<file path="src/rtl/div_pkg.sv">
// Shared types for the RV32M divide unit: operation encoding (matches the funct3 low bits
// used by the decoder) and the sequencer states.
package div_pkg;

    typedef enum logic [1:0] {
        OP_DIV  = 2'b00,
        OP_DIVU = 2'b01,
        OP_REM  = 2'b10,
        OP_REMU = 2'b11
    } div_op_t;

    typedef enum logic [1:0] {
        IDLE = 2'b00,
        CALC = 2'b01,
        FIX  = 2'b10,
        WB   = 2'b11
    } div_state_t;

    function automatic logic op_is_signed(div_op_t op);
        return ~op[0];
    endfunction

    function automatic logic op_is_rem(div_op_t op);
        return op[1];
    endfunction

endpackage

</file>
<file path="src/rtl/div_step.sv">
// One restoring-division iteration, purely combinational: shift in a dividend bit,
// trial-subtract the divisor, keep the difference when it does not underflow.
module div_step #(
    parameter int W = 32
) (
    input  logic [W:0]   rem_i,
    input  logic [W-1:0] divisor_i,
    input  logic         bit_i,
    output logic [W:0]   rem_o,
    output logic         q_o
);

    logic [W+1:0] shifted;
    logic [W:0]   diff;

    always_comb begin
        shifted = {rem_i, bit_i};
        // Low W+1 bits of the difference are exact whenever the subtraction is kept.
        diff    = shifted[W:0] - {1'b0, divisor_i};
        q_o     = (shifted >= {2'b00, divisor_i});
        rem_o   = q_o ? diff : shifted[W:0];
    end

endmodule

</file>
<file path="src/rtl/div_unit.sv">
// Iterative DIV/DIVU/REM/REMU, one quotient bit per cycle, DATA_WIDTH+2 cycles to write-back;
// requests accepted only when idle (no queueing). DIV_EARLY_OUT_EN: divide-by-zero/overflow skip CALC.
module div_unit
    import div_pkg::*;
#(
    parameter int DATA_WIDTH    = 32,
    parameter int REG_BUS_WIDTH = $clog2(DATA_WIDTH)
) (
    input  logic                     clk,
    input  logic                     rst,
    input  logic                     in_valid,
    output logic                     in_ready,
    input  logic [1:0]               op,
    input  logic [DATA_WIDTH-1:0]    rs1_data,
    input  logic [DATA_WIDTH-1:0]    rs2_data,
    input  logic [REG_BUS_WIDTH-1:0] rd_in,
    output logic                     busy,
    output logic                     write_enable,
    output logic [REG_BUS_WIDTH-1:0] rd,
    output logic [DATA_WIDTH-1:0]    rd_data
);

    localparam int W  = DATA_WIDTH;
    localparam int CW = $clog2(DATA_WIDTH);
    localparam logic [W-1:0] MIN_NEG = {1'b1, {(W-1){1'b0}}};

    div_state_t               state_q, state_d;
    div_op_t                  op_q, op_d;
    logic [REG_BUS_WIDTH-1:0] idx_q, idx_d, rd_q, rd_d;
    logic [W-1:0]             dvd_q, dvd_d, dvs_q, dvs_d, rd_data_q, rd_data_d;
    logic [W:0]               rem_q, rem_d;
    logic [CW-1:0]            cnt_q, cnt_d;
    logic                     s1_q, s1_d, s2_q, s2_d, div0_q, div0_d, ovf_q, ovf_d;

    div_op_t      in_op;
    logic         in_s1, in_s2, in_div0, in_ovf, accept;
    logic [W-1:0] in_abs1, in_abs2, fix_res;
    logic [W:0]   step_rem;
    logic         step_q;

    // Sign/magnitude fix-up plus the architectural results for x/0 and MIN/-1.
    function automatic logic [W-1:0] fixup(div_op_t f_op, logic [W-1:0] quot, logic [W-1:0] remv,
                                           logic s1, logic s2, logic div0, logic ovf,
                                           logic [W-1:0] dividend);
        logic [W-1:0] r;
        case (f_op)
            OP_DIV:  r = (s1 ^ s2) ? -quot : quot;
            OP_REM:  r = s1 ? -remv : remv;
            OP_DIVU: r = quot;
            default: r = remv;
        endcase
        if (div0)
            r = op_is_rem(f_op) ? dividend : '1;
        else if (ovf)
            r = op_is_rem(f_op) ? '0 : MIN_NEG;
        return r;
    endfunction

    always_comb begin
        in_op   = div_op_t'(op);
        in_s1   = op_is_signed(in_op) & rs1_data[W-1];
        in_s2   = op_is_signed(in_op) & rs2_data[W-1];
        in_abs1 = in_s1 ? -rs1_data : rs1_data;
        in_abs2 = in_s2 ? -rs2_data : rs2_data;
        in_div0 = (rs2_data == '0);
        in_ovf  = op_is_signed(in_op) && (rs1_data == MIN_NEG) && (rs2_data == '1);
        accept  = in_valid && in_ready;
    end

    div_step #(.W(W)) u_step (
        .rem_i     (rem_q),
        .divisor_i (dvs_q),
        .bit_i     (dvd_q[W-1]),
        .rem_o     (step_rem),
        .q_o       (step_q)
    );

    // With a zero divisor the remainder register ends up holding |rs1|, so rs1 is rebuilt from it.
    assign fix_res = fixup(op_q, dvd_q, rem_q[W-1:0], s1_q, s2_q, div0_q, ovf_q,
                           s1_q ? -rem_q[W-1:0] : rem_q[W-1:0]);

`ifdef DIV_EARLY_OUT_EN
    logic [W-1:0] early_res;
    assign early_res = fixup(in_op, '0, '0, in_s1, in_s2, in_div0, in_ovf, rs1_data);
`endif

    always_ff @(posedge clk) begin
        if (rst) state_q <= IDLE;
        else     state_q <= state_d;
    end

    always_comb begin
        state_d = state_q;
        case (state_q)
            IDLE: if (accept) begin
`ifdef DIV_EARLY_OUT_EN
                state_d = (in_div0 || in_ovf) ? WB : CALC;
`else
                state_d = CALC;
`endif
            end
            CALC:    if (cnt_q == '0) state_d = FIX;
            FIX:     state_d = WB;
            WB:      state_d = IDLE;
            default: state_d = IDLE;
        endcase
    end

    always_comb begin
        in_ready     = (state_q == IDLE) && !rst;
        busy         = (state_q != IDLE);
        write_enable = (state_q == WB);
    end

    always_comb begin
        op_d      = op_q;
        idx_d     = idx_q;
        dvd_d     = dvd_q;
        dvs_d     = dvs_q;
        rem_d     = rem_q;
        cnt_d     = cnt_q;
        s1_d      = s1_q;
        s2_d      = s2_q;
        div0_d    = div0_q;
        ovf_d     = ovf_q;
        rd_d      = rd_q;
        rd_data_d = rd_data_q;
        case (state_q)
            IDLE: if (accept) begin
                op_d   = in_op;
                idx_d  = rd_in;
                dvd_d  = in_abs1;
                dvs_d  = in_abs2;
                rem_d  = '0;
                cnt_d  = CW'(W - 1);
                s1_d   = in_s1;
                s2_d   = in_s2;
                div0_d = in_div0;
                ovf_d  = in_ovf;
`ifdef DIV_EARLY_OUT_EN
                if (in_div0 || in_ovf) begin
                    rd_d      = rd_in;
                    rd_data_d = early_res;
                end
`endif
            end
            CALC: begin
                rem_d = step_rem;
                dvd_d = {dvd_q[W-2:0], step_q};
                if (cnt_q != '0) cnt_d = cnt_q - CW'(1);
            end
            FIX: begin
                rd_d      = idx_q;
                rd_data_d = fix_res;
            end
            default: ;
        endcase
    end

    always_ff @(posedge clk) begin
        if (rst) begin
            op_q      <= OP_DIV;
            idx_q     <= '0;
            dvd_q     <= '0;
            dvs_q     <= '0;
            rem_q     <= '0;
            cnt_q     <= '0;
            s1_q      <= 1'b0;
            s2_q      <= 1'b0;
            div0_q    <= 1'b0;
            ovf_q     <= 1'b0;
            rd_q      <= '0;
            rd_data_q <= '0;
        end else begin
            op_q      <= op_d;
            idx_q     <= idx_d;
            dvd_q     <= dvd_d;
            dvs_q     <= dvs_d;
            rem_q     <= rem_d;
            cnt_q     <= cnt_d;
            s1_q      <= s1_d;
            s2_q      <= s2_d;
            div0_q    <= div0_d;
            ovf_q     <= ovf_d;
            rd_q      <= rd_d;
            rd_data_q <= rd_data_d;
        end
    end

    assign rd      = rd_q;
    assign rd_data = rd_data_q;

endmodule

</file>
<file path="config.mk">
export PLATFORM = sky130hd
export DESIGN_NAME = div_unit
export DESIGN_NICKNAME = d
export VERILOG_FILES = /design/src/rtl/div_pkg.sv /design/src/rtl/div_step.sv /design/src/rtl/div_unit.sv
export SDC_FILE = /design/constraint.sdc
export NUM_CORES = 1
export LEC_CHECK = 0
export ABC_AREA = 1
export CORE_MARGIN = 10
export CORE_UTILIZATION = 50
export DETAILED_ROUTE_END_ITERATION = 7
export MAX_ROUTING_LAYER = met4
export PLACE_DENSITY = 0.73
export SYNTH_ARGS = -nofsm -noshare
export SYNTH_HDL_FRONTEND = slang
export SYNTH_SLANG_ARGS = --single-unit
</file>
<file path="constraint.sdc">
create_clock -name clk -period 1.88 [get_ports clk]
set_input_delay 0.376 -clock clk [delete_from_list [all_inputs] [get_ports clk]]
set_output_delay 0.376 -clock clk [all_outputs]
set_load 0.01 [all_outputs]
</file>
== Yosys cells after proc, flatten, opt, wreduce, memory -nomap -nowiden ==
Index checks and enable logic that the tools add are counted.

* Flip-flop bits (word level): 152
* Input port bits: 74
* Output and inout bits: 40
* Word-level logic and storage cells: 70

* $add $sub $neg: 6
* $lt $le $gt $ge: 1
* Equality and inequality tests: 10
* Muxes and demuxes: 20
* Bitwise logic cells: 4
* Reductions and logical operators: 16

{| class="wikitable"
|+ Operators with widths
! cell !! number
|-
| $mux 32 || 9
|-
| $neg 32->32 || 4
|-
| $pmux 32 s3 || 1
|-
| $mux 33 || 2
|-
| $pmux 33 s2 || 1
|-
| $eq 32x32->1 const B || 2
|-
| $pmux 32 s2 || 1
|-
| $ge 34x32->1 || 1
|-
| $sub 33x32->33 || 1
|-
| $logic_not 32->1 || 1
|-
| $mux 5 || 2
|-
| $pmux 5 s2 || 1
|-
| $pmux 2 s4 || 1
|-
| $eq 2x2->1 const B || 3
|-
| $ne 2x2->1 const B || 3
|-
| $reduce_and 2->1 || 3
|-
| $logic_not 5->1 || 1
|-
| $reduce_bool 5->1 || 1
|-
| $sub 5x1->5 const B || 1
|-
| $eq 2x1->1 const B || 2
|-
| $logic_and 1x1->1 || 4
|-
| $logic_not 2->1 || 2
|-
| $mux 2 || 2
|-
| $reduce_bool 2->1 || 2
|-
| other kinds (5) || 6
|}

== Logic depth before layout (Yosys ltp) ==
Gate-level depths: netlist of the first run.

* Depth after elaboration: 5
* Gate-level depth with buffers: 17
* Mapped depth without buffers: 16

== Cells and area by module ==
Synthesis of the first run repeated with hierarchy kept, for this count alone.

* Cells, all modules: 2,466
* Area, all modules: 13,879.6 um^2

{| class="wikitable"
|+ Modules (own cells, without submodules)
! module !! instances !! cells each !! area each (um^2) !! sequential area each (um^2)
|-
| div_unit || 1 || 1,767 || 10,606.4 || 3,042.9
|-
| div_step || 1 || 699 || 3,273.1 || 0.0
|}

== Least setup slack after synthesis of the first run ==
OpenSTA, ideal clock, no wires.

* Path kind: register -> register
* Start: register dvd_q[31]
* End: register rem_q[28]
* Library setup time: 0.135 ns
* Arrival: 1.886 ns
* Required time: 1.745 ns
* Slack: -0.141 ns
* Cell stages (with the launch flop): 17
* Buffers on the path: 0
* Period minus slack after synthesis: 2.021 ns
* Cell sequence: dfxtp_1 -> inv_1 -> ha_1 -> inv_1 -> fa_1 -> nand3_1 -> nand3_1 -> nand2_1 -> nand3_1 -> nand2_1 -> nand2_1 -> nand2_1 -> nand2_1 -> nand2_1 -> nand3_1 -> nand2_1 -> a21oi_1

* Cells in the longest elaborated chain, start to end: 3
* Elaborated cells on any way between the ends: 4
* Those cells by class: add/sub: 1; order compare: 1; mux: 2

{| class="wikitable"
|+ Ends and longest elaborated chain
! what !! RTL line !! text
|-
| start, declared || div_unit.sv:30 || <nowiki>logic [W-1:0] dvd_q, dvd_d, dvs_q, dvs_d, rd_data_q, rd_data_d;</nowiki>
|-
| start signal, assigned || div_unit.sv:177 || <nowiki>dvd_q <= dvd_d;</nowiki>
|-
| $sub 33x32->33 / $ge 34x32->1 (equally long branches) || div_step.sv:19, div_step.sv:20 ||
|-
| $mux 33 (*) || div_step.sv:21 || <nowiki>rem_o = q_o ? diff : shifted[W:0];</nowiki>
|-
| $pmux 33 s2 (*) || div_unit.sv:128 || <nowiki>case (state_q)</nowiki>
|-
| end signal, assigned || div_unit.sv:179 || <nowiki>rem_q <= rem_d;</nowiki>
|-
| end, declared || div_unit.sv:31 || <nowiki>logic [W:0] rem_q, rem_d;</nowiki>
|}

Every way passes the cells marked *; elsewhere a longest branch is shown, timed or not.
A chain may end at the register's enable or synchronous reset.

== Worst setup path after layout of the first run ==
* Start: register dvs_q[31]
* End: register rem_q[10]

* Cells in the longest elaborated chain, start to end: 3

{| class="wikitable"
|+ Ends and longest elaborated chain
! what !! RTL line !! text
|-
| start, declared || div_unit.sv:30 ||
|-
| start signal, assigned || div_unit.sv:178 || <nowiki>dvs_q <= dvs_d;</nowiki>
|-
| $ge 34x32->1 || div_step.sv:20 || <nowiki>q_o = (shifted >= {2'b00, divisor_i});</nowiki>
|-
| $mux 33 || div_step.sv:21 ||
|-
| $pmux 33 s2 || div_unit.sv:128 ||
|}

Every way passes these cells.

==> results of run 1 <==
-- timing repair --
action | 4_1_cts | 5_1_grt
gates cloned | 6 | 1
setup endpoints to repair | 71 | 97
gates resized for setup | 206 | 270
setup buffers | 13 | 16
pin swaps | 61 | 83
-- layout by cell type (no fill, tap or decap), types with 13 or more instances in the layout --
master / Yosys / layout
nand2_1: 642 / 561
buf_4: 5 / 384
inv_1: 284 / 246
nor2_1: 263 / 197
a21oi_1: 213 / 187
o21ai_0: 192 / 166
nand3_1: 207 / 160
dfxtp_1: 152 / 120
clkdlybuf4s50_1: 0 / 103
nand2_2: 34 / 94
nor2_2: 13 / 49
nand3_2: 4 / 43
nand4_1: 42 / 42
inv_2: 6 / 36
nor2_4: 3 / 33
xor2_1: 38 / 32
ha_4: 0 / 32
a21oi_2: 6 / 31
o211ai_1: 29 / 29
dfxtp_2: 0 / 27
nand2_4: 0 / 20
buf_6: 1 / 20
o21ai_1: 6 / 19
clkbuf_16: 0 / 18
a21boi_0: 16 / 16
a31oi_1: 14 / 14
o21ai_2: 2 / 13
buf_12: 2 / 13
-- worst paths after layout --
kind	to	slack [ns]	depth (start not counted)
max	rem_q[10]	-0.38	12
min	idx_q[2]	0.47	3
max reg2reg	rem_q[10]	-0.38	12
min reg2reg	idx_q[3]	0.47	2
-- worst reg2reg max path, cell delays in order (launching register included) --
cell and delay, ns:
dfxtp_1 0.35, inv_2 0.10, ha_4 0.26, inv_1 0.07
o21bai_1 0.13, nor2_1 0.23, nand3_4 0.13, nor2_8 0.28
nand2_8 0.14, buf_12 0.19, nand2_4 0.06, nand3_2 0.07
a21oi_2 0.16
-- cells by family (layout without fill, tap and decap cells) --
family                   count (synthesis)  in the layout  share of synthesized area (%)
multiplexers                             1              1                         0.0725
AO/OA/AOI/OAI                          508            508                           20.2
flip-flops                             152            152                           22.1
AND/OR/NAND/NOR                       1252           1256                           39.0
XOR/XNOR                                54             54                           3.43
buffers and inverters                  388            862                           11.1
adder cells (fa/ha/maj)                 45             45                           4.13
-- sequential cells by signal, summed over array words and instances, names as in the netlist --
register,flops
div0_q,1
ovf_q,1
idx_q,5
op_q,2
state_q,2
rd,5
s1_q,1
dvs_q,32
rem_q,33
cnt_q,5
rd_data,32
dvd_q,32
s2_q,1
-- layout make-up --
cell class	count	area, µm²
Timing Repair inverter	2	22.5
Clock buffer	17	425
Fill cell	2091	6230
Clock inverter	15	175
Tap cell	341	427
Multi-Input combinational cell	1864	10900
Timing Repair Buffer	532	4550
Sequential cell	152	3100
Inverter	296	1150
-- layer usage --
layer,routed length [µm],global-route usage (%)
met4,2860,14.8
met3,5380,5.03
met2,27900,53.9
met1,24600,42.4
met5,0,-
-- power groups by stage --
stage	Combinational [mW]	Clock, mW	Sequential [mW]
after floorplan	7.13	0	4.54
after CTS	13.3	3.63	4.61
final	14.7	3.64	4.70
after global routing	15.9	3.77	4.76
after detailed placement	12.6	0	4.63
after global placement	12.3	0	4.59
==> flow_summary.html, run 1 <==
<table>
<tr><th>Metric</th><th>Value</th></tr>
<tr><th colspan="2">CTS</th></tr>
<tr><td>Clock net sink count</td><td>152</td></tr>
<tr><td>Insertion delay to the later sink of the worst-skew pair</td><td>0.45 ns</td></tr>
<tr><td>Number of hold buffers added after cts</td><td>0</td></tr>
<tr><td>Clock-pin slew of the registers on the worst-case setup and hold paths</td><td>0.08 ns</td></tr>
<tr><td># H-tree levels</td><td>4</td></tr>
<tr><td>Master cell of the clock root buffer</td><td>clkbuf_16</td></tr>
<tr><td>Maximum number of buffers from clock root to sink</td><td>2</td></tr>
<tr><td>TritonCTS clock tree</td><td>yes</td></tr>
<tr><td>Inserted Clock Buffers</td><td>17</td></tr>
<tr><th colspan="2">Die</th></tr>
<tr><td>Die Width</td><td>186 µm</td></tr>
<tr><td>Rows</td><td>60</td></tr>
<tr><td>Number of top-level design ports</td><td>114</td></tr>
<tr><td>Die height</td><td>186 µm</td></tr>
<tr><td>Initial standard-cell utilization of the core</td><td>51.1%</td></tr>
<tr><td>Core box area</td><td>0.0270 mm²</td></tr>
<tr><td>Die Area</td><td>0.0346 mm²</td></tr>
<tr><th colspan="2">Detailed routing</th></tr>
<tr><td>Number of vias per cell after detailed routing</td><td>5.86</td></tr>
<tr><td>Total wirelength of the detailed-routed design</td><td>60,700 µm</td></tr>
<tr><td>Routed Antenna Nets</td><td>0</td></tr>
<tr><td># DRC</td><td>0</td></tr>
<tr><td>Violation count after the first detailed-route iteration</td><td>2,291</td></tr>
<tr><td>Detailed-route wire length per cell</td><td>18.9 µm</td></tr>
<tr><td>First-pass DRT Iterations</td><td>6</td></tr>
<tr><td>DR vias</td><td>18,900</td></tr>
<tr><th colspan="2">Power and ir drop</th></tr>
<tr><td>Combinational Power Share</td><td>63.8%</td></tr>
<tr><td>Flop pwr share</td><td>20.4%</td></tr>
<tr><td>Power density cells</td><td>1110 mW/mm²</td></tr>
<tr><td>Switch Pwr</td><td>11.0 mW</td></tr>
<tr><td>Switching Share</td><td>47.8%</td></tr>
<tr><td>Proportion of power drawn by the clock network</td><td>15.8%</td></tr>
<tr><td>Internal power contribution</td><td>12.0 mW</td></tr>
<tr><td>Overall power of the completed layout</td><td>23.1 mW</td></tr>
<tr><td>Reported leakage power</td><td>10.0 nW</td></tr>
<tr><td>Peak supply drop</td><td>1.11 mV</td></tr>
<tr><th colspan="2">Timing</th></tr>
<tr><td>Setup TNS</td><td>-10.95 ns</td></tr>
<tr><td>Unrepaired setup endpoints after global routing</td><td>yes</td></tr>
<tr><td>Final critical delay including setup and external delays</td><td>2.26 ns</td></tr>
<tr><td>Fin crit share</td><td>120%</td></tr>
<tr><td>Headroom to the max-slew limit</td><td>55.0%</td></tr>
<tr><td>Least setup slack across all paths after layout</td><td>-0.382 ns</td></tr>
<tr><td>Hold slack</td><td>0.472 ns</td></tr>
<tr><td>Final hold vios</td><td>0</td></tr>
<tr><td>Clock Skews</td><td>0.0171 ns</td></tr>
<tr><td>Achievable frequency</td><td>0.442 GHz</td></tr>
<tr><td>Number of slew-limit violations in the final report</td><td>0</td></tr>
<tr><td>Final-report setup violation count</td><td>36</td></tr>
<tr><td>Transition time at the pin with the least slew margin</td><td>0.667 ns</td></tr>
<tr><th colspan="2">Global route</th></tr>
<tr><td>Number of global-route vias before repair</td><td>17,500</td></tr>
<tr><td>Total overflow reported by the global router</td><td>0</td></tr>
<tr><td>Largest net degree at the start of global routing</td><td>101</td></tr>
<tr><td>Antenna violations before repair</td><td>0</td></tr>
<tr><td>Total GRT Usage</td><td>34.1%</td></tr>
<tr><td>Global-route wire length before repair</td><td>91,100 µm</td></tr>
<tr><th colspan="2">Worst setup path</th></tr>
<tr><td>Required arrival time at the worst endpoint</td><td>2.25 ns</td></tr>
<tr><td>Critical Path Source</td><td>dvs_q[31]</td></tr>
<tr><td>Nature of the critical path endpoint</td><td>flop</td></tr>
<tr><td>CP top delay family</td><td>simple AND/OR/NAND/NOR gates</td></tr>
<tr><td>Critical path class</td><td>reg2reg</td></tr>
<tr><td>Buffering stage count on the worst path with inverters included</td><td>3</td></tr>
<tr><td>Category of the worst setup path launch point</td><td>flop</td></tr>
<tr><td>Maximum fanout along the worst path</td><td>8</td></tr>
<tr><td>Delay of the slowest critical-path stage</td><td>0.35 ns</td></tr>
<tr><td>Crit path arrival time</td><td>2.63 ns</td></tr>
<tr><td>Cells along the critical path</td><td>inv_2 &gt; ha_4 &gt; inv_1 &gt; o21bai_1 &gt; nor2_1 &gt; nand3_4 &gt; nor2_8 &gt; nand2_8 &gt; buf_12 &gt; nand2_4 &gt; nand3_2 &gt; a21oi_2</td></tr>
<tr><td>CP max stage cell</td><td>dfxtp_1</td></tr>
<tr><td>Origin of the critical flop-to-flop path</td><td>dvs_q[31]</td></tr>
<tr><th colspan="2">Yosys</th></tr>
<tr><td>Yosys warnings</td><td>0</td></tr>
<tr><td>Net Count, Synth</td><td>2,519</td></tr>
<tr><td>Post-synthesis cell type count</td><td>55</td></tr>
<tr><td>Post-synth top area share</td><td>22.1%</td></tr>
<tr><td>Top-count cell post-synth</td><td>nand2_1</td></tr>
<tr><td>Primary FF master, synth</td><td>dfxtp_1</td></tr>
<tr><td>Dominant cells by area after synthesis</td><td>dfxtp_1, nand2_1, a21oi_1</td></tr>
<tr><td>Cell area after synthesis</td><td>0.0138 mm²</td></tr>
<tr><td>Post-synthesis cell count</td><td>2,400</td></tr>
<tr><td>Synth top cells by count</td><td>nand2_1, inv_1, nor2_1</td></tr>
<tr><td>Library cell occupying the most area in the post-synthesis netlist</td><td>dfxtp_1</td></tr>
<tr><td>Portion of the post-synthesis area used by sequential elements</td><td>22.1%</td></tr>
<tr><td>Async set-or-reset flop fraction in the synthesized netlist</td><td>0%</td></tr>
<tr><td>Mapped Avg Cell Area</td><td>5.75 µm²</td></tr>
<tr><td>Yosys reg bits</td><td>152</td></tr>
<tr><td>Number of synthesized flops with an enable pin</td><td>0</td></tr>
<tr><th colspan="2">Status</th></tr>
<tr><td>Run status</td><td>finished with violations</td></tr>
<tr><td>Violated checks</td><td>negative setup slack</td></tr>
<tr><th colspan="2">Final layout</th></tr>
<tr><td>P&amp;R area growth vs syn</td><td>50.7%</td></tr>
<tr><td>Antenna Diode Count</td><td>0</td></tr>
<tr><td>Net count, final</td><td>2,984</td></tr>
<tr><td>Fraction of the core area covered by cells at the end of the flow</td><td>76.9%</td></tr>
<tr><td>Count of non-filler cells in the finished layout</td><td>3,219</td></tr>
<tr><td>Proportion of layout cells with a drive suffix above 1</td><td>31.1%</td></tr>
<tr><td>Finished layout cell area</td><td>0.0208 mm²</td></tr>
<tr><th colspan="2">Hold path</th></tr>
<tr><td>Hold Startpoint</td><td>rd_in[2]</td></tr>
<tr><td>Class of the tightest hold or removal check</td><td>in2reg</td></tr>
<tr><th colspan="2">Placed design</th></tr>
<tr><td>Last weighted congestion value of the routability-driven placer</td><td>1.02</td></tr>
<tr><td>Pre-CTS setup slack</td><td>-0.523 ns</td></tr>
<tr><td>Half-perimeter wire length after detailed placement</td><td>43,700 µm</td></tr>
<tr><td>Number of buffer cells added on primary ports</td><td>113</td></tr>
<tr><td>Number of placed cells counting well taps</td><td>3,153</td></tr>
<tr><td>Placed cell area</td><td>0.0183 mm²</td></tr>
<tr><th colspan="2">Run</th></tr>
<tr><td>Maxcap violations</td><td>0</td></tr>
</table>
(Power assumes the default switching activity.)
==> run 2, diff against run 1 <==
Settings changed: MAX_ROUTING_LAYER met4 to default.
==> flow_summary.html, run 2 (same netlist as run 1, synthesis figures left out) <==
<table>
<tr><th>Metric</th><th>Value</th></tr>
<tr><th colspan="2">Power and ir drop</th></tr>
<tr><td>Switching Share</td><td>48.0% (+0.19 points)</td></tr>
<tr><td>Reported leakage power</td><td>10.0 nW (about the same)</td></tr>
<tr><td>Overall power of the completed layout</td><td>23.2 mW (+0.50%)</td></tr>
<tr><td>Power density cells</td><td>1110 mW/mm² (about the same)</td></tr>
<tr><td>Proportion of power drawn by the clock network</td><td>15.5% (-0.3 points)</td></tr>
<tr><td>Combinational Power Share</td><td>64.2% (+0.4 points)</td></tr>
<tr><td>Peak supply drop</td><td>1.04 mV (-6.8%)</td></tr>
<tr><td>Flop pwr share</td><td>20.2% (-0.2 points)</td></tr>
<tr><td>Internal power contribution</td><td>12.1 mW (+0.13%)</td></tr>
<tr><td>Switch Pwr</td><td>11.1 mW (+0.90%)</td></tr>
<tr><th colspan="2">Detailed routing</th></tr>
<tr><td>DR vias</td><td>18,800 (-0.36%)</td></tr>
<tr><td>Violation count after the first detailed-route iteration</td><td>2,274 (-0.74%)</td></tr>
<tr><td>First-pass DRT Iterations</td><td>6 (unchanged)</td></tr>
<tr><td>Detailed-route wire length per cell</td><td>18.5 µm (-1.7%)</td></tr>
<tr><td>Routed Antenna Nets</td><td>0 (unchanged)</td></tr>
<tr><td>Total wirelength of the detailed-routed design</td><td>60,000 µm (-1.2%)</td></tr>
<tr><td>Number of vias per cell after detailed routing</td><td>5.81 (-0.85%)</td></tr>
<tr><td># DRC</td><td>0 (unchanged)</td></tr>
<tr><th colspan="2">Worst setup path</th></tr>
<tr><td>Nature of the critical path endpoint</td><td>flop</td></tr>
<tr><td>Crit path arrival time</td><td>2.72 ns (+0.09 ns)</td></tr>
<tr><td>Category of the worst setup path launch point</td><td>flop</td></tr>
<tr><td>Buffering stage count on the worst path with inverters included</td><td>4 (+1)</td></tr>
<tr><td>Critical Path Source</td><td>dvd_q[31]</td></tr>
<tr><td>Maximum fanout along the worst path</td><td>10 (+2)</td></tr>
<tr><td>Critical path class</td><td>reg2reg</td></tr>
<tr><td>Cells along the critical path</td><td>inv_2 &gt; ha_4 &gt; inv_2 &gt; fa_2 &gt; buf_6 &gt; nand4_1 &gt; nand3_4 &gt; nand2_4 &gt; nand2_8 &gt; buf_8 &gt; nand2_1 &gt; nand3_4 &gt; a21oi_2</td></tr>
<tr><td>CP max stage cell</td><td>fa_2</td></tr>
<tr><td>Delay of the slowest critical-path stage</td><td>0.38 ns (+0.03 ns)</td></tr>
<tr><td>CP top delay family</td><td>simple AND/OR/NAND/NOR gates</td></tr>
<tr><td>Origin of the critical flop-to-flop path</td><td>dvd_q[31]</td></tr>
<tr><td>Required arrival time at the worst endpoint</td><td>2.24 ns (about the same)</td></tr>
<tr><th colspan="2">Die</th></tr>
<tr><td>Die Width</td><td>186 µm (unchanged)</td></tr>
<tr><td>Core box area</td><td>0.0270 mm² (unchanged)</td></tr>
<tr><td>Die height</td><td>186 µm (unchanged)</td></tr>
<tr><td>Number of top-level design ports</td><td>114 (unchanged)</td></tr>
<tr><td>Initial standard-cell utilization of the core</td><td>51.1% (unchanged)</td></tr>
<tr><td>Die Area</td><td>0.0346 mm² (unchanged)</td></tr>
<tr><td>Rows</td><td>60 (unchanged)</td></tr>
<tr><th colspan="2">Timing</th></tr>
<tr><td>Clock Skews</td><td>0.0208 ns (+0.00363 ns)</td></tr>
<tr><td>Final hold vios</td><td>0 (unchanged)</td></tr>
<tr><td>Final-report setup violation count</td><td>42 (+17%)</td></tr>
<tr><td>Transition time at the pin with the least slew margin</td><td>0.596 ns (-0.0714 ns)</td></tr>
<tr><td>Final critical delay including setup and external delays</td><td>2.36 ns (+0.100 ns)</td></tr>
<tr><td>Unrepaired setup endpoints after global routing</td><td>yes</td></tr>
<tr><td>Achievable frequency</td><td>0.423 GHz (-4.2%)</td></tr>
<tr><td>Number of slew-limit violations in the final report</td><td>0 (unchanged)</td></tr>
<tr><td>Least setup slack across all paths after layout</td><td>-0.482 ns (-0.100 ns)</td></tr>
<tr><td>Fin crit share</td><td>126% (+5.3 points)</td></tr>
<tr><td>Headroom to the max-slew limit</td><td>59.9% (+4.9 points)</td></tr>
<tr><th colspan="2">Final layout</th></tr>
<tr><td>Proportion of layout cells with a drive suffix above 1</td><td>31.7% (+0.56 points)</td></tr>
<tr><td>Net count, final</td><td>2,999 (+0.50%)</td></tr>
<tr><td>Most flop-heavy register</td><td>rem_q</td></tr>
<tr><td>P&amp;R area growth vs syn</td><td>51.4%</td></tr>
<tr><td>Max reg flops</td><td>33 (unchanged)</td></tr>
<tr><td>Commonest cells after routing, fill and taps aside</td><td>nand2_1, buf_4, inv_1, nor2_1, a21oi_1</td></tr>
<tr><td>Filler cells</td><td>2,016 (-3.6%)</td></tr>
<tr><td>Most common library cell in the layout ignoring fill and taps</td><td>nand2_1</td></tr>
<tr><th colspan="2">CTS</th></tr>
<tr><td>Master cell of the clock root buffer</td><td>clkbuf_16</td></tr>
<tr><td>Insertion delay to the later sink of the worst-skew pair</td><td>0.45 ns (about the same)</td></tr>
<tr><td>TritonCTS clock tree</td><td>yes</td></tr>
<tr><td># H-tree levels</td><td>4 (unchanged)</td></tr>
<tr><td>Maximum number of buffers from clock root to sink</td><td>2 (unchanged)</td></tr>
<tr><td>Number of hold buffers added after cts</td><td>0 (unchanged)</td></tr>
<tr><td>Clock-pin slew of the registers on the worst-case setup and hold paths</td><td>0.08 ns (about the same)</td></tr>
<tr><td>Inserted Clock Buffers</td><td>17 (unchanged)</td></tr>
<tr><td>Clock net sink count</td><td>152 (unchanged)</td></tr>
<tr><th colspan="2">Run</th></tr>
<tr><td>Maxcap violations</td><td>0 (unchanged)</td></tr>
<tr><th colspan="2">Global route</th></tr>
<tr><td>Total overflow reported by the global router</td><td>0 (unchanged)</td></tr>
<tr><td>Met2 Use GR</td><td>53.4% (-0.48 points)</td></tr>
<tr><td>Global routing met1 resource utilization</td><td>42.7% (+0.30 points)</td></tr>
<tr><td>Global-route wire length before repair</td><td>90,100 µm (-1.0%)</td></tr>
<tr><td>Highest-utilization routing layer at the global route stage</td><td>met2</td></tr>
<tr><td>Antenna violations before repair</td><td>1 (+1)</td></tr>
<tr><td>Fraction of met3 tracks used by global routing</td><td>4.00% (-1.0 points)</td></tr>
<tr><td>Total GRT Usage</td><td>32.6% (-1.5 points)</td></tr>
<tr><td>Number of global-route vias before repair</td><td>17,400 (-0.82%)</td></tr>
<tr><td>Largest net degree at the start of global routing</td><td>101 (unchanged)</td></tr>
<tr><th colspan="2">Status</th></tr>
<tr><td>Run status</td><td>finished with violations</td></tr>
<tr><td>Violated checks</td><td>negative setup slack</td></tr>
<tr><th colspan="2">Placed design</th></tr>
<tr><td>Pre-CTS setup slack</td><td>-0.497 ns (+0.0261 ns)</td></tr>
<tr><td>Half-perimeter wire length after detailed placement</td><td>43,600 µm (-0.23%)</td></tr>
<tr><td>Number of buffer cells added on primary ports</td><td>113 (unchanged)</td></tr>
<tr><td>Last weighted congestion value of the routability-driven placer</td><td>1.00 (-1.9%)</td></tr>
<tr><th colspan="2">Hold path</th></tr>
<tr><td>Class of the tightest hold or removal check</td><td>in2reg</td></tr>
<tr><td>Hold Startpoint</td><td>rs2_data[0]</td></tr>
</table>
run 2: cell count changes in the layout (fill, tap and decap cells not counted), sizes merged, moves of 2 or more:
| cell | before | now |
|---|---|---|
| buf | 419 | 439 |
| clkdlybuf4s50 | 103 | 99 |
| dlygate4sd2 | 4 | 2 |
| dlymetal6s2s | 4 | 10 |
| nand2 | 681 | 677 |
run 2: repair_timing:
action | CTS | global route
pin swaps | 52 | 91
setup endpoints to repair | 69 | 101
gates cloned | 3 | 0
buffers inserted | 12 | 27
resized for setup | 230 | 262
run 2: power groups by stage:
stage	clock, mW	combinational (mW)	sequential [mW]
5_1_grt	3.73	16.1	4.75
2_1_floorplan	0	7.13	4.54
4_1_cts	3.59	13.5	4.61
3_5_place_dp	0	12.5	4.62
6_report	3.60	14.9	4.69
3_3_place_gp	0	12.3	4.59
run 2: layout make-up:
type / instances / area (µm²) / share of cell area [%]
multi-input cells: 1860 / 10900 / 52.2
repair buffers: 551 / 4670 / 22.3
flip-flops and latches: 152 / 3100 / 14.8
inverters: 296 / 1160 / 5.54
well taps: 341 / 427 / 2.04
clock buffers: 17 / 425 / 2.04
clock inverters: 15 / 170 / 0.815
repair inverters: 2 / 31.3 / 0.150
diodes: 1 / 2.50 / 0.0120
run 2: layer usage:
metal | routed length (µm) | part of all wire (%)
met5 | 0 | 0
met2 | 27200 | 45
met1 | 24500 | 41
met3 | 5290 | 8.8
met4 | 2990 | 5.0
run 2: path summary, 6_finish.rpt:
kind	to	slack [ns]	depth (start not counted)
max	rem_q[5]	-0.48	13
max reg2reg	rem_q[5]	-0.48	13
min reg2reg	cnt_q[0]	0.47	1
min	dvs_q[0]	0.40	4
run 2: tightest hold or removal path, delay by kind of cell:
family                 cells  cell delay (ns)
buffers and inverters      3             0.32
AO/OA/AOI/OAI              1             0.09
run 2: stage by stage:
stage	hold WS, ns	instances	instance area (µm²)	setup TNS, ns	util [%]
floorplan	0.431	2400	14100	0	-
global placement	0.446	3162	18400	-26.95	68.1
detailed placement	0.450	3162	18400	-32.24	68.1
CTS	0.464	3208	19900	-6.25	73.5
global route	0.431	3235	20900	-13.97	77.3
finish	0.400	3235	20900	-9.30	77.3
==> run 3, diff against run 2 <==
Settings changed: CORE_MARGIN 10 to 1, SKIP_CTS_REPAIR_TIMING from default to 1.
==> flow_summary.html, run 3 (same netlist as run 1, synthesis figures left out) <==
<table>
<tr><th>Metric</th><th>Value</th></tr>
<tr><th colspan="2">Status</th></tr>
<tr><td>Run status</td><td>finished with violations</td></tr>
<tr><td>Violated checks</td><td>negative setup slack</td></tr>
<tr><th colspan="2">Worst setup path</th></tr>
<tr><td>Critical path class</td><td>reg2reg</td></tr>
<tr><td>Delay of the slowest critical-path stage</td><td>0.42 ns (+0.04 ns)</td></tr>
<tr><td>Setup slack of the worst register-to-register path</td><td>-0.42 ns (+0.06 ns)</td></tr>
<tr><td>Reg-to-reg critical path endpoint</td><td>rem_q[30]</td></tr>
<tr><td>Origin of the critical flop-to-flop path</td><td>dvs_q[27]</td></tr>
<tr><td>Maximum fanout along the worst path</td><td>7 (-3)</td></tr>
<tr><td>CP max stage cell</td><td>nor4_4</td></tr>
<tr><td>Crit path arrival time</td><td>2.60 ns (-0.12 ns)</td></tr>
<tr><td>Category of the worst setup path launch point</td><td>flop</td></tr>
<tr><td>Logic depth of the worst register-to-register path</td><td>12 (-1)</td></tr>
<tr><td>Required arrival time at the worst endpoint</td><td>2.18 ns (-0.06 ns)</td></tr>
<tr><td>Cells along the critical path</td><td>inv_2 &gt; ha_4 &gt; nand2_4 &gt; nor2_4 &gt; inv_2 &gt; nor4_4 &gt; nand2_8 &gt; nand2_8 &gt; buf_12 &gt; nand3_4 &gt; nand2_1 &gt; a21oi_1</td></tr>
<tr><td>Nature of the critical path endpoint</td><td>flop</td></tr>
<tr><th colspan="2">Detailed routing</th></tr>
<tr><td>Violation count after the first detailed-route iteration</td><td>1,930 (-15%)</td></tr>
<tr><td>DR vias</td><td>18,600 (-1.3%)</td></tr>
<tr><td># DRC</td><td>0 (unchanged)</td></tr>
<tr><td>First-pass DRT Iterations</td><td>6 (unchanged)</td></tr>
<tr><td>Detailed-route wire length per cell</td><td>17.6 µm (-4.9%)</td></tr>
<tr><td>Total wirelength of the detailed-routed design</td><td>57,100 µm (-4.8%)</td></tr>
<tr><td>Routed Antenna Nets</td><td>0 (unchanged)</td></tr>
<tr><td>Number of vias per cell after detailed routing</td><td>5.73 (-1.3%)</td></tr>
<tr><th colspan="2">Global route</th></tr>
<tr><td>Largest net degree at the start of global routing</td><td>102 (+0.99%)</td></tr>
<tr><td>Highest-utilization routing layer at the global route stage</td><td>met2</td></tr>
<tr><td>Total overflow reported by the global router</td><td>0 (unchanged)</td></tr>
<tr><td>Number of global-route vias before repair</td><td>16,700 (-3.9%)</td></tr>
<tr><td>Total GRT Usage</td><td>37.8% (+5.2 points)</td></tr>
<tr><td>Met2 Use GR</td><td>61.8% (+8.4 points)</td></tr>
<tr><td>Global routing met1 resource utilization</td><td>49.9% (+7.2 points)</td></tr>
<tr><td>Global-route wire length before repair</td><td>84,900 µm (-5.8%)</td></tr>
<tr><td>Fraction of met3 tracks used by global routing</td><td>5.43% (+1.4 points)</td></tr>
<tr><td>Antenna violations before repair</td><td>0 (-1)</td></tr>
<tr><th colspan="2">Final layout</th></tr>
<tr><td>Commonest cells after routing, fill and taps aside</td><td>nand2_1, buf_4, inv_1, a21oi_1, nor2_1</td></tr>
<tr><td>Most flop-heavy register</td><td>rem_q</td></tr>
<tr><td>Most common library cell in the layout ignoring fill and taps</td><td>nand2_1</td></tr>
<tr><td>P&amp;R area growth vs syn</td><td>49.9%</td></tr>
<tr><td>Proportion of layout cells with a drive suffix above 1</td><td>30.4% (-1.3 points)</td></tr>
<tr><td>Max reg flops</td><td>33 (unchanged)</td></tr>
<tr><td>Net count, final</td><td>3,002 (+0.10%)</td></tr>
<tr><td>Antenna Diode Count</td><td>0 (-1)</td></tr>
<tr><td>Finished layout cell area</td><td>0.0207 mm² (-0.98%)</td></tr>
<tr><th colspan="2">Die</th></tr>
<tr><td>Die height</td><td>168 µm (-9.7%)</td></tr>
<tr><td>Number of top-level design ports</td><td>114 (unchanged)</td></tr>
<tr><td>Die Area</td><td>0.0283 mm² (-18%)</td></tr>
<tr><td>Die Width</td><td>168 µm (-9.7%)</td></tr>
<tr><td>Initial standard-cell utilization of the core</td><td>51.1% (unchanged)</td></tr>
<tr><td>Rows</td><td>60 (unchanged)</td></tr>
<tr><td>Core box area</td><td>0.0270 mm² (unchanged)</td></tr>
<tr><th colspan="2">Hold path</th></tr>
<tr><td>Hold Startpoint</td><td>rs2_data[0]</td></tr>
<tr><td>Class of the tightest hold or removal check</td><td>in2reg</td></tr>
<tr><td>Hold path depth</td><td>4 (unchanged)</td></tr>
<tr><td>Worst-case hold path end point</td><td>dvs_q[0]</td></tr>
<tr><th colspan="2">Timing</th></tr>
<tr><td>Unrepaired setup endpoints after global routing</td><td>yes</td></tr>
<tr><td>Headroom to the max-slew limit</td><td>61.9% (+2.0 points)</td></tr>
<tr><td>Clock Skews</td><td>0.0165 ns (-0.00424 ns)</td></tr>
<tr><td>Transition time at the pin with the least slew margin</td><td>0.572 ns (-0.0244 ns)</td></tr>
<tr><td>Hold slack</td><td>0.402 ns (+0.00249 ns)</td></tr>
<tr><td>Final hold vios</td><td>0 (unchanged)</td></tr>
<tr><td>Fin crit share</td><td>122% (-3.3 points)</td></tr>
<tr><td>Setup TNS</td><td>-12.29 ns (-2.99 ns)</td></tr>
<tr><td>Final critical delay including setup and external delays</td><td>2.30 ns (-0.0622 ns)</td></tr>
<tr><td>Number of slew-limit violations in the final report</td><td>0 (unchanged)</td></tr>
<tr><td>Least setup slack across all paths after layout</td><td>-0.420 ns (+0.0622 ns)</td></tr>
<tr><td>Achievable frequency</td><td>0.435 GHz (+2.7%)</td></tr>
<tr><td>Final-report setup violation count</td><td>39 (-7.1%)</td></tr>
<tr><th colspan="2">CTS</th></tr>
<tr><td>Inserted Clock Buffers</td><td>17 (unchanged)</td></tr>
<tr><td>Insertion delay to the later sink of the worst-skew pair</td><td>0.45 ns (about the same)</td></tr>
<tr><td>Master cell of the clock root buffer</td><td>clkbuf_16</td></tr>
<tr><td>Clock net sink count</td><td>152 (unchanged)</td></tr>
<tr><td>Maximum number of buffers from clock root to sink</td><td>2 (unchanged)</td></tr>
<tr><td># H-tree levels</td><td>4 (unchanged)</td></tr>
<tr><td>Clock-pin slew of the registers on the worst-case setup and hold paths</td><td>0.07 ns (about the same)</td></tr>
<tr><td>TritonCTS clock tree</td><td>yes</td></tr>
<tr><th colspan="2">Placed design</th></tr>
<tr><td>Number of buffer cells added on primary ports</td><td>113 (unchanged)</td></tr>
<tr><td>Last weighted congestion value of the routability-driven placer</td><td>1.05 (+4.2%)</td></tr>
<tr><td>Placed cell area</td><td>0.0185 mm² (+0.61%)</td></tr>
<tr><td>Half-perimeter wire length after detailed placement</td><td>42,400 µm (-2.6%)</td></tr>
<tr><th colspan="2">Power and ir drop</th></tr>
<tr><td>Peak supply drop</td><td>1.23 mV (+18%)</td></tr>
<tr><td>Overall power of the completed layout</td><td>22.9 mW (-1.5%)</td></tr>
<tr><td>Reported leakage power</td><td>9.94 nW (-0.85%)</td></tr>
<tr><td>Power density cells</td><td>1100 mW/mm² (-0.49%)</td></tr>
<tr><th colspan="2">Run</th></tr>
<tr><td>Maxcap violations</td><td>0 (unchanged)</td></tr>
</table>
-- run 3: cell types whose count changed in the layout (fill, tap and decap cells not counted), sizes merged --
cell	change
dlygate4sd2	-2
clkbuf	+2
clkinvlp	+1
nand2	+1
buf	+2
inv	-5
bufinv	+2
clkdlybuf4s50	+4
diode	-1
dlymetal6s2s	-1
clkdlybuf4s15	-1
-- run 3: routing by layer --
metal / vias up / wire, µm / share of wire (%)
met1: 8547 / 23700 / 42
met3: 203 / 4660 / 8.2
met4: 0 / 2710 / 4.7
met2: 967 / 26000 / 46
li1: 8833 / - / -
met5: - / 0 / 0
-- run 3: worst max-delay path: cells and delay by family, from the launching register on --
family | cells | cell delay (ns)
adders and majority gates | 1 | 0.30
and+or+nand+nor | 7 | 1.09
DFF | 1 | 0.34
AOI/OAI and AO/OA | 1 | 0.07
buffers and inverters | 3 | 0.34
-- run 3: power by group --
part	internal [mW]	switching [mW]
combinational	6.07	8.41
clock	2.07	1.63
sequential	4.00	0.669
total	12.1	10.7
-- run 3: worst max path at each step --
stage          slack (ns)   endpoint          from
5_1_grt             -0.46   rem_q[3]     dvs_q[27]
6_report            -0.42  rem_q[30]     dvs_q[27]
4_1_cts             -0.46  rem_q[17]     dvs_q[14]
2_1_floorplan       0.001  rem_q[23]     dvs_q[11]
3_3_place_gp        -0.56      ovf_q  rs1_data[10]
3_5_place_dp        -0.55      ovf_q  rs1_data[10]
-- run 3: metrics by stage --
step | std cells | setup slack, ns | utilization, %
after floorplan | 2400 | 0.00147 | -
after global placement | 3177 | -0.560 | 68.5
after detailed placement | 3177 | -0.550 | 68.5
after CTS | 3209 | -0.462 | 70.7
after global routing | 3237 | -0.456 | 76.5
final | 3237 | -0.420 | 76.5
-- run 3: cell type report --
cell class / count / area (µm²)
multi-input cells: 1861 / 10700
fillers: 2159 / 6340
repair buffers: 553 / 4690
flip-flops and latches: 152 / 3090
inverters: 296 / 1130
clock buffers: 19 / 453
well taps: 341 / 427
clock inverters: 13 / 159
repair inverters: 2 / 22.5
